**src/rtl/cfu_mac_seq_pkg.sv**
```systemverilog
// Shared opcodes, FSM states and datapath widths for the CFU MAC sequencer.
// MAC_SEQ_OFFSET_EN widens the per-slice sum to hold offset-adjusted lanes.
package mac_seq_pkg;

  localparam int DEF_FIFO_DEPTH = 8;
  localparam int DEF_ACC_W      = 32;

  localparam logic [2:0] PUSH       = 3'd0;
  localparam logic [2:0] DRAIN      = 3'd1;
  localparam logic [2:0] CLEAR      = 3'd2;
  localparam logic [2:0] SET_OFFSET = 3'd3;

  // Lanes are carried 10 bits wide so a signed byte plus a 9-bit offset never wraps.
  localparam int LANE_W = 10;
`ifdef MAC_SEQ_OFFSET_EN
  // Offset-adjusted lanes reach |384| * 3 * 4 = 4608, one bit beyond 13-bit signed.
  localparam int SUM_W = 14;
`else
  localparam int SUM_W = 13;
`endif

  typedef enum logic [1:0] {
    IDLE = 2'd0,
    WAIT = 2'd1,
    RESP = 2'd2
  } state_t;

endpackage

```
**src/rtl/cfu_mac_seq_if.sv**
```systemverilog
// CFU command/response handshake bundle; master is the CPU side, slave the CFU.
interface cfu_mac_seq_if;

  logic        cmd_valid;
  logic        cmd_ready;
  logic [9:0]  cmd_payload_function_id;
  logic [31:0] cmd_payload_inputs_0;
  logic [31:0] cmd_payload_inputs_1;
  logic        rsp_valid;
  logic        rsp_ready;
  logic [31:0] rsp_payload_outputs_0;

  modport master (
    output cmd_valid, cmd_payload_function_id, cmd_payload_inputs_0,
           cmd_payload_inputs_1, rsp_ready,
    input  cmd_ready, rsp_valid, rsp_payload_outputs_0
  );

  modport slave (
    input  cmd_valid, cmd_payload_function_id, cmd_payload_inputs_0,
           cmd_payload_inputs_1, rsp_ready,
    output cmd_ready, rsp_valid, rsp_payload_outputs_0
  );

endinterface

```
**src/rtl/cfu_mac_seq_dot4_slice.sv**
```systemverilog
// dot4_slice: combinational sum over 4 lanes of (signed A lane x 2-bit B slice);
// the top slice of each B byte is its sign-bearing pair, so msb_slice treats it as -2..1.
module dot4_slice
  import mac_seq_pkg::*;
(
  input  logic [4*LANE_W-1:0]     a_lanes,
  input  logic [7:0]              b_bits,
  input  logic                    msb_slice,
  output logic signed [SUM_W-1:0] sum
);

  always_comb begin
    sum = '0;
    for (int i = 0; i < 4; i++) begin
      logic signed [LANE_W-1:0] a_i;
      logic signed [2:0]        s_i;
      a_i = a_lanes[i*LANE_W +: LANE_W];
      s_i = {msb_slice & b_bits[2*i+1], b_bits[2*i +: 2]};
      sum = sum + SUM_W'(a_i) * SUM_W'(s_i);
    end
  end

endmodule

```
**src/rtl/cfu_mac_seq.sv**
```systemverilog
// cfu_mac_seq: CFU sequencer that queues operand pairs and drains them through a
// 4-cycle bit-serial dot-product engine into an accumulator. Option: MAC_SEQ_OFFSET_EN.
module cfu_mac_seq
  import mac_seq_pkg::*;
#(
  parameter int FIFO_DEPTH = DEF_FIFO_DEPTH,
  parameter int ACC_W      = DEF_ACC_W
) (
  input logic          clk,
  input logic          reset,
  cfu_mac_seq_if.slave bus
);

  localparam int PTR_W = $clog2(FIFO_DEPTH);
  localparam int CNT_W = PTR_W + 1;

  state_t state, state_next;

  logic [2:0] funct3;
  logic       funct7_zero;
  logic       is_push;
  logic       cmd_ready;
  logic       rsp_valid;
  logic       cmd_fire;

  logic [63:0]      mem [FIFO_DEPTH];
  logic [PTR_W-1:0] wr_ptr, rd_ptr;
  logic [CNT_W-1:0] count, count_next;
  logic             fifo_full, fifo_empty;
  logic             push, pop;

  logic                    busy;
  logic [1:0]              slice_idx;
  logic [31:0]             a_reg, b_reg;
  logic [4*LANE_W-1:0]     a_lanes;
  logic [7:0]              b_bits;
  logic signed [LANE_W-1:0] lane_offset;
  logic signed [SUM_W-1:0] slice_sum;
  logic signed [ACC_W-1:0] sum_ext, slice_term;
  logic signed [ACC_W-1:0] acc;

  logic        drained;
  logic        wait_clear;
  logic        clear_now;
  logic [31:0] rsp_data;
  logic [31:0] offset_rsp;

  assign funct3      = bus.cmd_payload_function_id[2:0];
  assign funct7_zero = (bus.cmd_payload_function_id[9:3] == 7'd0);
  assign is_push     = funct7_zero && (funct3 == PUSH);
  assign cmd_fire    = bus.cmd_valid && cmd_ready;
  assign drained     = fifo_empty && !busy;
  assign clear_now   = (state == WAIT) && drained && wait_clear;

  // ---------------------------------------------------------------- FSM
  always_ff @(posedge clk) begin
    // NOTE: registers update with <= so every flop samples pre-edge values; = here would create order-dependent races.
    if (reset) state <= IDLE;
    else       state <= state_next;
  end

  always_comb begin
    // NOTE: default first so every path assigns state_next and no latch is inferred.
    state_next = state;
    case (state)
      IDLE: if (cmd_fire) begin
        if (funct7_zero && (funct3 == DRAIN || funct3 == CLEAR)) state_next = WAIT;
        else                                                     state_next = RESP;
      end
      WAIT:    if (drained) state_next = RESP;
      RESP:    if (bus.rsp_ready) state_next = IDLE;
      default: state_next = IDLE;
    endcase
  end

  always_comb begin
    rsp_valid = (state == RESP);
    cmd_ready = (state == IDLE) && !rsp_valid && !(fifo_full && is_push);
  end

  assign bus.cmd_ready             = cmd_ready;
  assign bus.rsp_valid             = rsp_valid;
  assign bus.rsp_payload_outputs_0 = rsp_data;

  // ---------------------------------------------------------------- FIFO
  assign fifo_full  = (count == CNT_W'(FIFO_DEPTH));
  assign fifo_empty = (count == '0);
  assign push       = cmd_fire && is_push;
  assign pop        = !fifo_empty && (!busy || slice_idx == 2'd3);
  assign count_next = count + CNT_W'(push) - CNT_W'(pop);

  // NOTE: storage is not reset; count and pointers alone define which entries are live.
  always_ff @(posedge clk) begin
    if (push) mem[wr_ptr] <= {bus.cmd_payload_inputs_0, bus.cmd_payload_inputs_1};
  end

  always_ff @(posedge clk) begin
    if (reset) begin
      wr_ptr <= '0;
      rd_ptr <= '0;
      count  <= '0;
    end else begin
      if (push) wr_ptr <= wr_ptr + 1'b1;
      if (pop)  rd_ptr <= rd_ptr + 1'b1;
      count <= count_next;
    end
  end

  // ---------------------------------------------------------------- Offset
`ifdef MAC_SEQ_OFFSET_EN
  logic signed [8:0] offset;

  always_ff @(posedge clk) begin
    if (reset)
      offset <= '0;
    else if (cmd_fire && funct7_zero && funct3 == SET_OFFSET)
      offset <= bus.cmd_payload_inputs_0[8:0];
  end

  assign offset_rsp  = 32'(offset);
  assign lane_offset = LANE_W'(offset);
`else
  assign offset_rsp  = '0;
  assign lane_offset = '0;
`endif

  // ---------------------------------------------------------------- Engine
  // Popping on the final slice edge lets the next pair start without a bubble.
  always_ff @(posedge clk) begin
    if (reset) begin
      busy      <= 1'b0;
      slice_idx <= '0;
    end else if (pop) begin
      busy      <= 1'b1;
      slice_idx <= '0;
      a_reg     <= mem[rd_ptr][63:32];
      b_reg     <= mem[rd_ptr][31:0];
    end else if (busy) begin
      slice_idx <= slice_idx + 1'b1;
      if (slice_idx == 2'd3) busy <= 1'b0;
    end
  end

  always_comb begin
    a_lanes = '0;
    b_bits  = '0;
    for (int i = 0; i < 4; i++) begin
      a_lanes[i*LANE_W +: LANE_W] = LANE_W'($signed(a_reg[8*i +: 8])) + lane_offset;
      b_bits[2*i +: 2]            = b_reg[8*i + 2*int'(slice_idx) +: 2];
    end
  end

  dot4_slice u_dot4_slice (
    .a_lanes   (a_lanes),
    .b_bits    (b_bits),
    .msb_slice (slice_idx == 2'd3),
    .sum       (slice_sum)
  );

  assign sum_ext    = ACC_W'(slice_sum);
  assign slice_term = sum_ext << {slice_idx, 1'b0};

  always_ff @(posedge clk) begin
    if (reset)          acc <= '0;
    else if (clear_now) acc <= '0;
    else if (busy)      acc <= acc + slice_term;
  end

  // ---------------------------------------------------------------- Response
  always_ff @(posedge clk) begin
    if (reset) begin
      rsp_data   <= '0;
      wait_clear <= 1'b0;
    end else if (cmd_fire) begin
      wait_clear <= funct7_zero && (funct3 == CLEAR);
      if (is_push)                                    rsp_data <= 32'(count_next);
      else if (funct7_zero && funct3 == SET_OFFSET)   rsp_data <= offset_rsp;
      else                                            rsp_data <= '0;
    end else if (state == WAIT && drained) begin
      rsp_data <= 32'(acc);
    end
  end

endmodule

```
**src/flat_wrapper.sv**
```systemverilog
// flat-port wrapper written by rule: the top's interface ports become plain ports
module cfu_mac_seq_flat import mac_seq_pkg::*;
#(
  parameter int FIFO_DEPTH = DEF_FIFO_DEPTH,
  parameter int ACC_W      = DEF_ACC_W
)
  (clk, reset, bus_cmd_valid, bus_cmd_payload_function_id, bus_cmd_payload_inputs_0, bus_cmd_payload_inputs_1, bus_rsp_ready, bus_cmd_ready, bus_rsp_valid, bus_rsp_payload_outputs_0);
  cfu_mac_seq_if bus_i ();
  input logic clk;
  input logic reset;
  input wire logic [$bits(bus_i.cmd_valid)-1:0] bus_cmd_valid;
  input wire logic [$bits(bus_i.cmd_payload_function_id)-1:0] bus_cmd_payload_function_id;
  input wire logic [$bits(bus_i.cmd_payload_inputs_0)-1:0] bus_cmd_payload_inputs_0;
  input wire logic [$bits(bus_i.cmd_payload_inputs_1)-1:0] bus_cmd_payload_inputs_1;
  input wire logic [$bits(bus_i.rsp_ready)-1:0] bus_rsp_ready;
  output wire logic [$bits(bus_i.cmd_ready)-1:0] bus_cmd_ready;
  output wire logic [$bits(bus_i.rsp_valid)-1:0] bus_rsp_valid;
  output wire logic [$bits(bus_i.rsp_payload_outputs_0)-1:0] bus_rsp_payload_outputs_0;
  assign bus_i.cmd_valid = bus_cmd_valid;
  assign bus_i.cmd_payload_function_id = bus_cmd_payload_function_id;
  assign bus_i.cmd_payload_inputs_0 = bus_cmd_payload_inputs_0;
  assign bus_i.cmd_payload_inputs_1 = bus_cmd_payload_inputs_1;
  assign bus_i.rsp_ready = bus_rsp_ready;
  assign bus_cmd_ready = bus_i.cmd_ready;
  assign bus_rsp_valid = bus_i.rsp_valid;
  assign bus_rsp_payload_outputs_0 = bus_i.rsp_payload_outputs_0;
  cfu_mac_seq #(.FIFO_DEPTH(FIFO_DEPTH), .ACC_W(ACC_W)) u_core (.clk(clk), .reset(reset), .bus(bus_i));
endmodule
```
**config.mk**
```make
export PLATFORM = sky130hd
export DESIGN_NAME = cfu_mac_seq_flat
export DESIGN_NICKNAME = d
export VERILOG_FILES = /design/src/rtl/cfu_mac_seq_pkg.sv /design/src/rtl/cfu_mac_seq_if.sv /design/src/rtl/cfu_mac_seq_dot4_slice.sv /design/src/rtl/cfu_mac_seq.sv /design/src/flat_wrapper.sv
export SDC_FILE = /design/constraint.sdc
export NUM_CORES = 1
export LEC_CHECK = 0
export ABC_CLOCK_PERIOD_IN_PS = 13000
export BUFFER_PORTS_ARGS = -buffer_cell sky130_fd_sc_hd__buf_2
export CAP_MARGIN = 30
export CORE_MARGIN = 2
export CORE_UTILIZATION = 57
export DETAILED_ROUTE_END_ITERATION = 7
export GPL_TIMING_DRIVEN = 0
export PLACE_DENSITY = 0.84
export SYNTH_ARGS = -nofsm -noshare
export SYNTH_HDL_FRONTEND = slang
export SYNTH_SLANG_ARGS = --single-unit
```
**constraint.sdc**
```tcl
create_clock -name clk -period 13 [get_ports clk]
set_input_delay 0 -clock clk [delete_from_list [all_inputs] [get_ports clk]]
set_output_delay 0 -clock clk [all_outputs]
set_load 0.05 [all_outputs]
```
### Word-level counts from Yosys, hierarchy flattened

Memory sizes are Yosys's and may differ from the RTL's. A register that Yosys moved wholly into a read port is not among the register bits.
Cells that the tools add are included.

| storage, ports and cells | value |
|---|---|
| flip-flop bits (word level) | 80 |
| bits in writable memories | 512 |
| output and inout bits | 34 |
| logic and storage cells | 85 |
| memories | 1 |

Memories:

| memory | words | bits a word | rd ports | clocked after memory_dff | wr ports | RTL line | RTL |
|---|---|---|---|---|---|---|---|
| u_core.mem | 8 | 64 | 1 | 1 | 1 | cfu_mac_seq.sv:26 | `logic [63:0] mem [FIFO_DEPTH];` |

| operators by class | value |
|---|---|
| add/subtract/negate cells | 12 |
| $mul | 4 |
| eq/ne operators | 9 |
| shift-type cells | 5 |
| muxes and demuxes | 13 |
| bitwise logic cells | 5 |
| reduce and logical (&&, ||, !) cells | 27 |

Operator list:

| operator | number |
|---|---|
| variable part select 32 x 32 -> 2 bit | 3 |
| two-way mux 32 bit | 2 |
| multiplier 8 x 3 -> 11 bit | 4 |
| adder 32 bit | 1 |
| variable part select 32 x 4 -> 2 bit | 1 |
| left shift 32 x 3 -> 32 bit | 1 |
| adder 12 x 11 -> 13 bit | 1 |
| adder 13 x 11 -> 13 bit | 1 |
| adder 11 x 11 -> 12 bit | 1 |
| adder 5 x 3 -> 6 bit, first input constant | 2 |
| logical AND 1 bit | 12 |
| two-way mux 2 bit | 4 |
| zero test 7 bit | 1 |
| adder 3 x 1 -> 3 bit, second input constant | 2 |
| one-hot mux 2 bit (3 select lines) | 1 |
| adder 4 x 3 -> 5 bit, first input constant | 1 |
| two-way mux 1 bit | 5 |
| adder 4 x 1 -> 4 bit | 1 |
| AND 1 bit | 4 |
| == test 2 bit, second input constant | 2 |
| == test 4 bit, second input constant | 1 |
| zero test 1 bit | 4 |
| zero test 4 bit | 1 |
| two-way mux 4 bit | 1 |
| 15 further kinds | 18 |

### Depth between registers and ports, before layout

Gate-level depths: netlist of run 1.

| logic depth | value |
|---|---|
| depth after elaboration | 11 |
| gate-level depth with buffers | 36 |
| depth with buffers taken out | 35 |

### Hierarchy

A second synthesis of run 1 with hierarchy kept.

| unflattened totals | value |
|---|---|
| cells, all modules | 1945 |
| area total of the unflattened synthesis | 30634.4 um^2 |

Modules (own cells, without submodules):

| module | instances | cells each | area an instance (um^2) |
|---|---|---|---|
| cfu_mac_seq | 1 | 1482 | 26541.7 |
| dot4_slice | 1 | 463 | 4092.7 |

### Worst setup path after synthesis of run 1

OpenSTA, ideal clock, no wires.

| timing path | value |
|---|---|
| path kind | register to register |
| start | register u_core.slice_idx[0] |
| end | register u_core.acc[29] |
| arrival time | 8076 ps |
| data required time | 12879 ps |
| slack | 4804 ps |
| cell stages (with the launch flop) | 36 |
| path buffers | 2 |
| period minus slack after synthesis | 8196 ps |
| cell sequence | dfxtp_1 buf_6 clkbuf_1 mux4_2 nand2_1 or2_2 fa_1 fa_1 inv_1 fa_1 inv_1 fa_1 fa_1 inv_1 ha_1 a21o_1 a21o_1 a41o_1 a21oi_2 o21ai_2 a31oi_1 xor2_1 nor2_1 a21oi_1 mux2i_1 ha_1 o21ai_0 a21oi_1 a21oi_1 a21bo_2 a211oi_4 o21ai_1 a21o_1 a31oi_1 xor2_1 o21ai_1 |

| on the way | value |
|---|---|
| cells in the longest elaborated chain, start to end | 9 |
| elaborated cells on any way between the ends | 21 |

RTL lines:

| element | RTL line | RTL |
|---|---|---|
| start, declared | cfu_mac_seq.sv:33 | `logic [1:0] slice_idx;` |
| start signal, assigned | cfu_mac_seq.sv:139 | `slice_idx <= slice_idx + 1'b1;` |
| adder 4 x 3 -> 5 bit | cfu_mac_seq.sv:149 | `b_bits[2*i +: 2] = b_reg[8*i + 2*int'(slice_idx) +: 2];` |
| variable part select 32 x 32 -> 2 bit | cfu_mac_seq.sv:149 |  |
| AND 1 bit | cfu_mac_seq_dot4_slice.sv:18 | `s_i = {msb_slice & b_bits[2*i+1], b_bits[2*i +: 2]};` |
| multiplier 8 x 3 -> 11 bit | cfu_mac_seq_dot4_slice.sv:19 | `sum = sum + SUM_W'(a_i) * SUM_W'(s_i);` |
| adder 11 x 11 -> 12 bit | cfu_mac_seq_dot4_slice.sv:19 |  |
| adder 12 x 11 -> 13 bit | cfu_mac_seq_dot4_slice.sv:19 |  |
| adder 13 x 11 -> 13 bit | cfu_mac_seq_dot4_slice.sv:19 |  |
| left shift 32 x 3 -> 32 bit * | cfu_mac_seq.sv:161 | `assign slice_term = sum_ext << {slice_idx, 1'b0};` |
| adder 32 bit * | cfu_mac_seq.sv:166 | `else if (busy) acc <= acc + slice_term;` |
| end signal, assigned | cfu_mac_seq.sv:166 |  |
| end, declared | cfu_mac_seq.sv:40 | `logic signed [ACC_W-1:0] acc;` |

Mark *: on every way between the ends. The rest lies on a longest branch, timed or not.
A chain may end at the register's enable or synchronous reset.

### Worst setup path in the final report of run 1

| timing path | value |
|---|---|
| start | register u_core.slice_idx[1] |
| end | register u_core.acc[29] |

Same word-level chain as after synthesis.

==> results of run 1 <==
## per-stage QoR
step	hold slack [ns]	setup slack, ns
2_1_floorplan	0.0716	4.80
3_3_place_gp	0.255	2.25
3_5_place_dp	0.265	3.22
4_1_cts	0.0393	3.17
5_1_grt	0.125	2.95
6_report	0.0603	3.50
## how the worst max path moves through the flow
stage | slack [ns] | from | end
6_report | 3.50 | u_core.slice_idx[1]$_SDFFE_PP0P_ | u_core.acc[29]$_SDFFE_PP0P_
3_5_place_dp | 3.22 | u_core.slice_idx[0]$_SDFFE_PP0P_ | u_core.acc[29]$_SDFFE_PP0P_
3_3_place_gp | 2.25 | u_core.count[2]$_SDFF_PP0_ | u_core.mem[0][29]$_DFFE_PP_
4_1_cts | 3.17 | u_core.slice_idx[0]$_SDFFE_PP0P_ | u_core.acc[29]$_SDFFE_PP0P_
2_1_floorplan | 4.80 | u_core.slice_idx[0]$_SDFFE_PP0P_ | u_core.acc[29]$_SDFFE_PP0P_
5_1_grt | 2.95 | u_core.slice_idx[1]$_SDFFE_PP0P_ | u_core.acc[26]$_SDFFE_PP0P_
## cells in the final DEF (no fill, tap or decap), types with 12 or more instances in the layout
cell           instances
a21oi_1               82
nand3_1               12
ha_1                  69
clkinv_1              18
buf_2                114
mux2i_1               36
mux4_2               135
o21ai_0               20
xor2_1                20
inv_1                123
nor3_1                12
clkbuf_1              55
xnor2_1               32
clkbuf_16             67
a21o_1                20
buf_1                 21
fa_1                  95
dfxtp_1               80
nor2_1                77
buf_6                 14
dlygate4sd3_1         76
mux2_2                64
or2_2                 21
edfxtp_1             576
and2_1                36
nand2_1              146
buf_12                14
## area by class of cell
class                   instances  area share (%)
diodes                          2          0.0144
well taps                     680            2.45
inverters                     124            1.34
plain buffers                  69           0.778
repair buffers                224            5.45
clock buffers                  78            4.95
clock inverters                42            1.14
multi-input cells             992            29.4
flip-flops and latches        656            54.4
## worst max-delay path: cells and delay by family, from the launching register on
kind,cells,cell delay [ns]
flops,1,0.33
fa+ha+maj,7,3.18
mux,1,0.72
buf+inv,5,1.13
xor+xnor,2,0.71
simple gates,3,0.38
compound gates,15,2.92
## routing by layer
| metal | up-vias | GRT usage [%] | share of wire [%] |
|---|---|---|---|
| met3 | 145 | 5.12 | 7.2 |
| met1 | 8692 | 32.5 | 38 |
| met2 | 768 | 44.6 | 52 |
| li1 | 7509 | - | - |
| met4 | 4 | 9.06 | 2.7 |
| met5 | - | 0 | 0.039 |
## kinds of logic after synthesis
family | share of synthesized area (%)
AO/OA/AOI/OAI | 3.85
XOR/XNOR | 1.62
AND/OR/NAND/NOR | 5.36
buffers and inverters | 2.47
flip-flops | 63.4
multiplexers | 14.0
adder cells (fa/ha/maj) | 9.31
==> flow_summary.yaml, run 1 <==
outcome:
  status: "finished clean"
place:
  gp_congestion: 0.893
  place_inst: 2660
  placed_cell_area_sq_um: 31700
  dp_hpwl_mm: 44.6
  port_buffers: 111
final_layout:
  num-fill-cells: 3284
  final_area_sq_um: 34700
  largest_register_ffs: 512
  finalCoreUtilization_pct: 67.4
  nets: 2375
  multi_input_area_sq_um: 10200
  instances_no_fill: 2867
  top_register: "u_core.mem"
  drive_above_1_share_pct: 22.2
  ff_latch_area_sq_um: 18900
  syn_to_final_growth_pct: 16.5
run:
  drv_cap: 0
worst_setup_path:
  end_kind: "flip-flop"
  crit_path_start_kind: "flip-flop"
  cp_common_cell: "fa_1"
  critPathMaxStageDelay_ns: 0.72
  r2r-start: "u_core.slice_idx[1]$_SDFFE_PP0P_"
  r2r-end: "u_core.acc[29]$_SDFFE_PP0P_"
  critPathRequiredTime_ns: 13.48
  crit_fanout: 17
  crit_type: "reg2reg"
  cp.arrival_ns: 9.98
  r2r_slack_ns: 3.50
  cpMaxStageDelayCell: "mux2i_1"
  reg2reg_depth: 33
clock_network:
  cts_tree: "done"
  cts_num_sinks: 656
  clock_latency_ns: 0.61
  clock_path_buffers: 3
  cts-resized-gates: 0
  numCtsBuffers: 66
  clkSlewWorstSetupHoldPaths_ns: 0.06
  ctsRootBufferMaster: "clkbuf_16"
  htreeDepth: 3
  post_cts_buffers: 0
  cts_hold_buf: 76
yosys:
  synthesis.nets: 2083
  synth_area_per_cell_sq_um: 16.2
  ys_seq_area_share_pct: 63.4
  synth_top_area_cell: "edfxtp_1"
  synth_common_cells: "edfxtp_1, nand2_1, mux4_2"
  syn_area_sq_um: 29800
  synth_warnings: 0
  synth-edff-count: 576
  synth_top_area_share_pct: 58.0
  ys_async_sr_fraction_pct: 0
  yosysMostFrequentCell: "edfxtp_1"
  ys_seq_elements: 656
  ys_types: 63
  synth_flop_cell: "edfxtp_1"
  synth_cells: 1841
  synth_area_leaders: "edfxtp_1, mux4_2, fa_1, dfxtp_1, ha_1"
route:
  wl_per_cell_microns: 23.9
  drtAntennaViolNets: 0
  num_vias: 17118
  drtIter0Drc: 1514
  routed_wl_mm: 68.5
  drtPass1Iterations: 7
  via_per_inst: 5.97
  post-route-drc-count: 0
timing:
  period_needed_ns: 9.50
  worstMarginPinSlew_ns: 0.956
  finalCritPeriodShare_pct: 73.1
  rsz0062_at_grt: "no"
  relSlewSlack_pct: 36.1
  fin_setup_tns_ns: 0
  finalMaxSlewViolations: 0
  setup_viol: 0
  max_freq_mhz: 105
  skew_ns: 0.0247
  hold_viol: 0
floorplanning:
  start_util_pct: 57.8
  core_area_sq_um: 51500
  dieArea_sq_um: 54100
  die_x_microns: 233
  ios: 112
  die_h_microns: 233
  row_count: 83
grt:
  grt_overflow: 0
  grt_pass1_vias: 17691
  grt_max_degree: 31
  gr-usage-all-layers_pct: 25.8
  antenna_found_initial: 3
  grt_pass1_wl_mm: 104
hold_path:
  hp-class: "in2reg"
  min_from: "bus_cmd_payload_function_id[9]"
  min_to: "u_core.state[0]$_SDFFE_PP0P_"
  holdPathStages: 7
Power of run 1 is left out: the tool's default activity adds up to more than one toggle a clock period on the data nets, which glitch-free logic cannot reach.
==> run 2: changes to the inputs <==
Settings changed: ABC_CLOCK_PERIOD_IN_PS 13000 to 9300.
Clock period 13 ns to 9.3 ns, I/O delays scaled along.
==> flow_summary.yaml, run 2 (synthesis gave the netlist of run 1 again) <==
timing:
  finalMaxSlewViolations: 0
  skew_ns: 0.0257
  fin_setup_tns_ns: 0
  hold_viol: 0
  setup_viol: 0
  finalCritPeriodShare_pct: 95.7
  fin_ws_ns: 0.403
  max_freq_mhz: 112
  rsz0062_at_grt: "no"
  period_needed_ns: 8.90
  worstMarginPinSlew_ns: 0.956
  relSlewSlack_pct: 36.1
route:
  drtAntennaViolNets: 0
  routed_wl_mm: 68.3
  drtPass1Iterations: 5
  wl_per_cell_microns: 23.8
  drtIter0Drc: 1681
  via_per_inst: 5.96
  post-route-drc-count: 0
  num_vias: 17108
hold_path:
  hp-class: "in2reg"
  holdPathStages: 7
place:
  placed_cell_area_sq_um: 31700
  pre_cts_slack_ns: -0.482
  place_inst: 2660
  port_buffers: 111
  gp_congestion: 0.893
  dp_hpwl_mm: 44.6
clock_network:
  clock_path_buffers: 3
  cts_tree: "done"
  ctsRootBufferMaster: "clkbuf_16"
  clkSlewWorstSetupHoldPaths_ns: 0.06
  htreeDepth: 3
  cts_num_sinks: 656
  numCtsBuffers: 66
  clock_latency_ns: 0.61
worst_setup_path:
  cp_common_cell: "fa_1"
  cp.arrival_ns: 9.38
  critPathMaxStageDelay_ns: 0.68
  critPathRequiredTime_ns: 9.78
  crit_path_start_kind: "flip-flop"
  crit_type: "reg2reg"
  cpMaxStageDelayCell: "mux4_2"
  crit_fanout: 15
  end_kind: "flip-flop"
  reg2reg_depth: 33
grt:
  gr-usage-all-layers_pct: 25.7
  grt-busiest-layer: "met2"
  grt_pass1_vias: 17689
  grt_overflow: 0
  antenna_found_initial: 3
  met2_usage_pct: 44.6
  grt_pass1_wl_mm: 103
  global_route.usage.met3_pct: 4.77
  use_met1_pct: 32.7
  grt_max_degree: 31
run:
  drv_cap: 0
outcome:
  status: "finished clean"
final_layout:
  instances_no_fill: 2872
  num-fill-cells: 3285
  syn_to_final_growth_pct: 16.7
  drive_above_1_share_pct: 22.7
  final_area_sq_um: 34800
  top_register: "u_core.mem"
  largest_register_ffs: 512
  final_cell_mix: "edfxtp_1, nand2_1, mux4_2"
  layout_commonest_cell: "edfxtp_1"
  nets: 2379
floorplanning:
  die_x_microns: 233
  start_util_pct: 57.8
  ios: 112
  dieArea_sq_um: 54100
  die_h_microns: 233
  core_area_sq_um: 51500
  row_count: 83
==> run 2: changes by cell type in the layout (fill, tap and decap cells not counted), sizes merged <==
| cell | previous run | this run |
|---|---|---|
| diode | 2 | 3 |
| buf | 173 | 177 |
==> run 2: path summary, 6_finish.rpt <==
kind,to,from,slack [ns]
hold / removal,u_core.state[0]$_SDFFE_PP0P_,bus_cmd_payload_function_id[9],0.06
setup reg to reg,u_core.acc[29]$_SDFFE_PP0P_,u_core.slice_idx[0]$_SDFFE_PP0P_,0.40
hold reg to reg,u_core.bus.rsp_payload_outputs_0[14]$_SDFFE_PP0P_,u_core.bus.rsp_payload_outputs_0[14]$_SDFFE_PP0P_,0.45
setup / recovery,u_core.acc[29]$_SDFFE_PP0P_,u_core.slice_idx[0]$_SDFFE_PP0P_,0.40
==> run 2: final cells by class <==
| type | instances | area [sq um] | share of cell area (%) |
|---|---|---|---|
| multi-input cells | 992 | 10200 | 29.5 |
| clock inverters | 42 | 394 | 1.13 |
| diodes | 3 | 7.51 | 0.0216 |
| plain buffers | 68 | 270 | 0.777 |
| clock buffers | 78 | 1720 | 4.94 |
| well taps | 680 | 851 | 2.45 |
| flip-flops and latches | 656 | 18900 | 54.3 |
| inverters | 124 | 465 | 1.34 |
| repair buffers | 229 | 1920 | 5.53 |
==> run 2: timing repair <==
item                                    in CTS  in global routing
gates resized for setup                      1                  8
endpoints found under the hold margin      524                  0
setup buffers                                0                  6
hold buffers                                76                  0
endpoints found under the setup margin      16                 18
pin swaps                                    0                  1
==> run 2: metal layers <==
metal  wire, microns  share of wire (%)  vias up
li1                -                  -     7513
met4            1720                2.5        4
met3            4810                7.0      125
met2           36000                 53      757
met1           25800                 38     8709
met5              27              0.040        -
==> run 2: through the flow <==
stage	hold WS (ns)	utilization (%)
floorplan	0.0716	-
global placement	0.255	60.6
detailed placement	0.265	61.6
CTS	0.0393	67.1
global route	0.128	67.5
finish	0.0584	67.5
==> run 2: critical path: cells and delay by family (launching register included) <==
kind,cells,cell delay [ns]
adders and majority gates,7,3.25
AOI/OAI and AO/OA,15,3.15
muxes,2,0.86
buffers and inverters,5,0.47
and+or+nand+nor,3,0.45
DFF,1,0.37
xor gates and xnor gates,1,0.17
Power of run 2 is left out for the same reason.
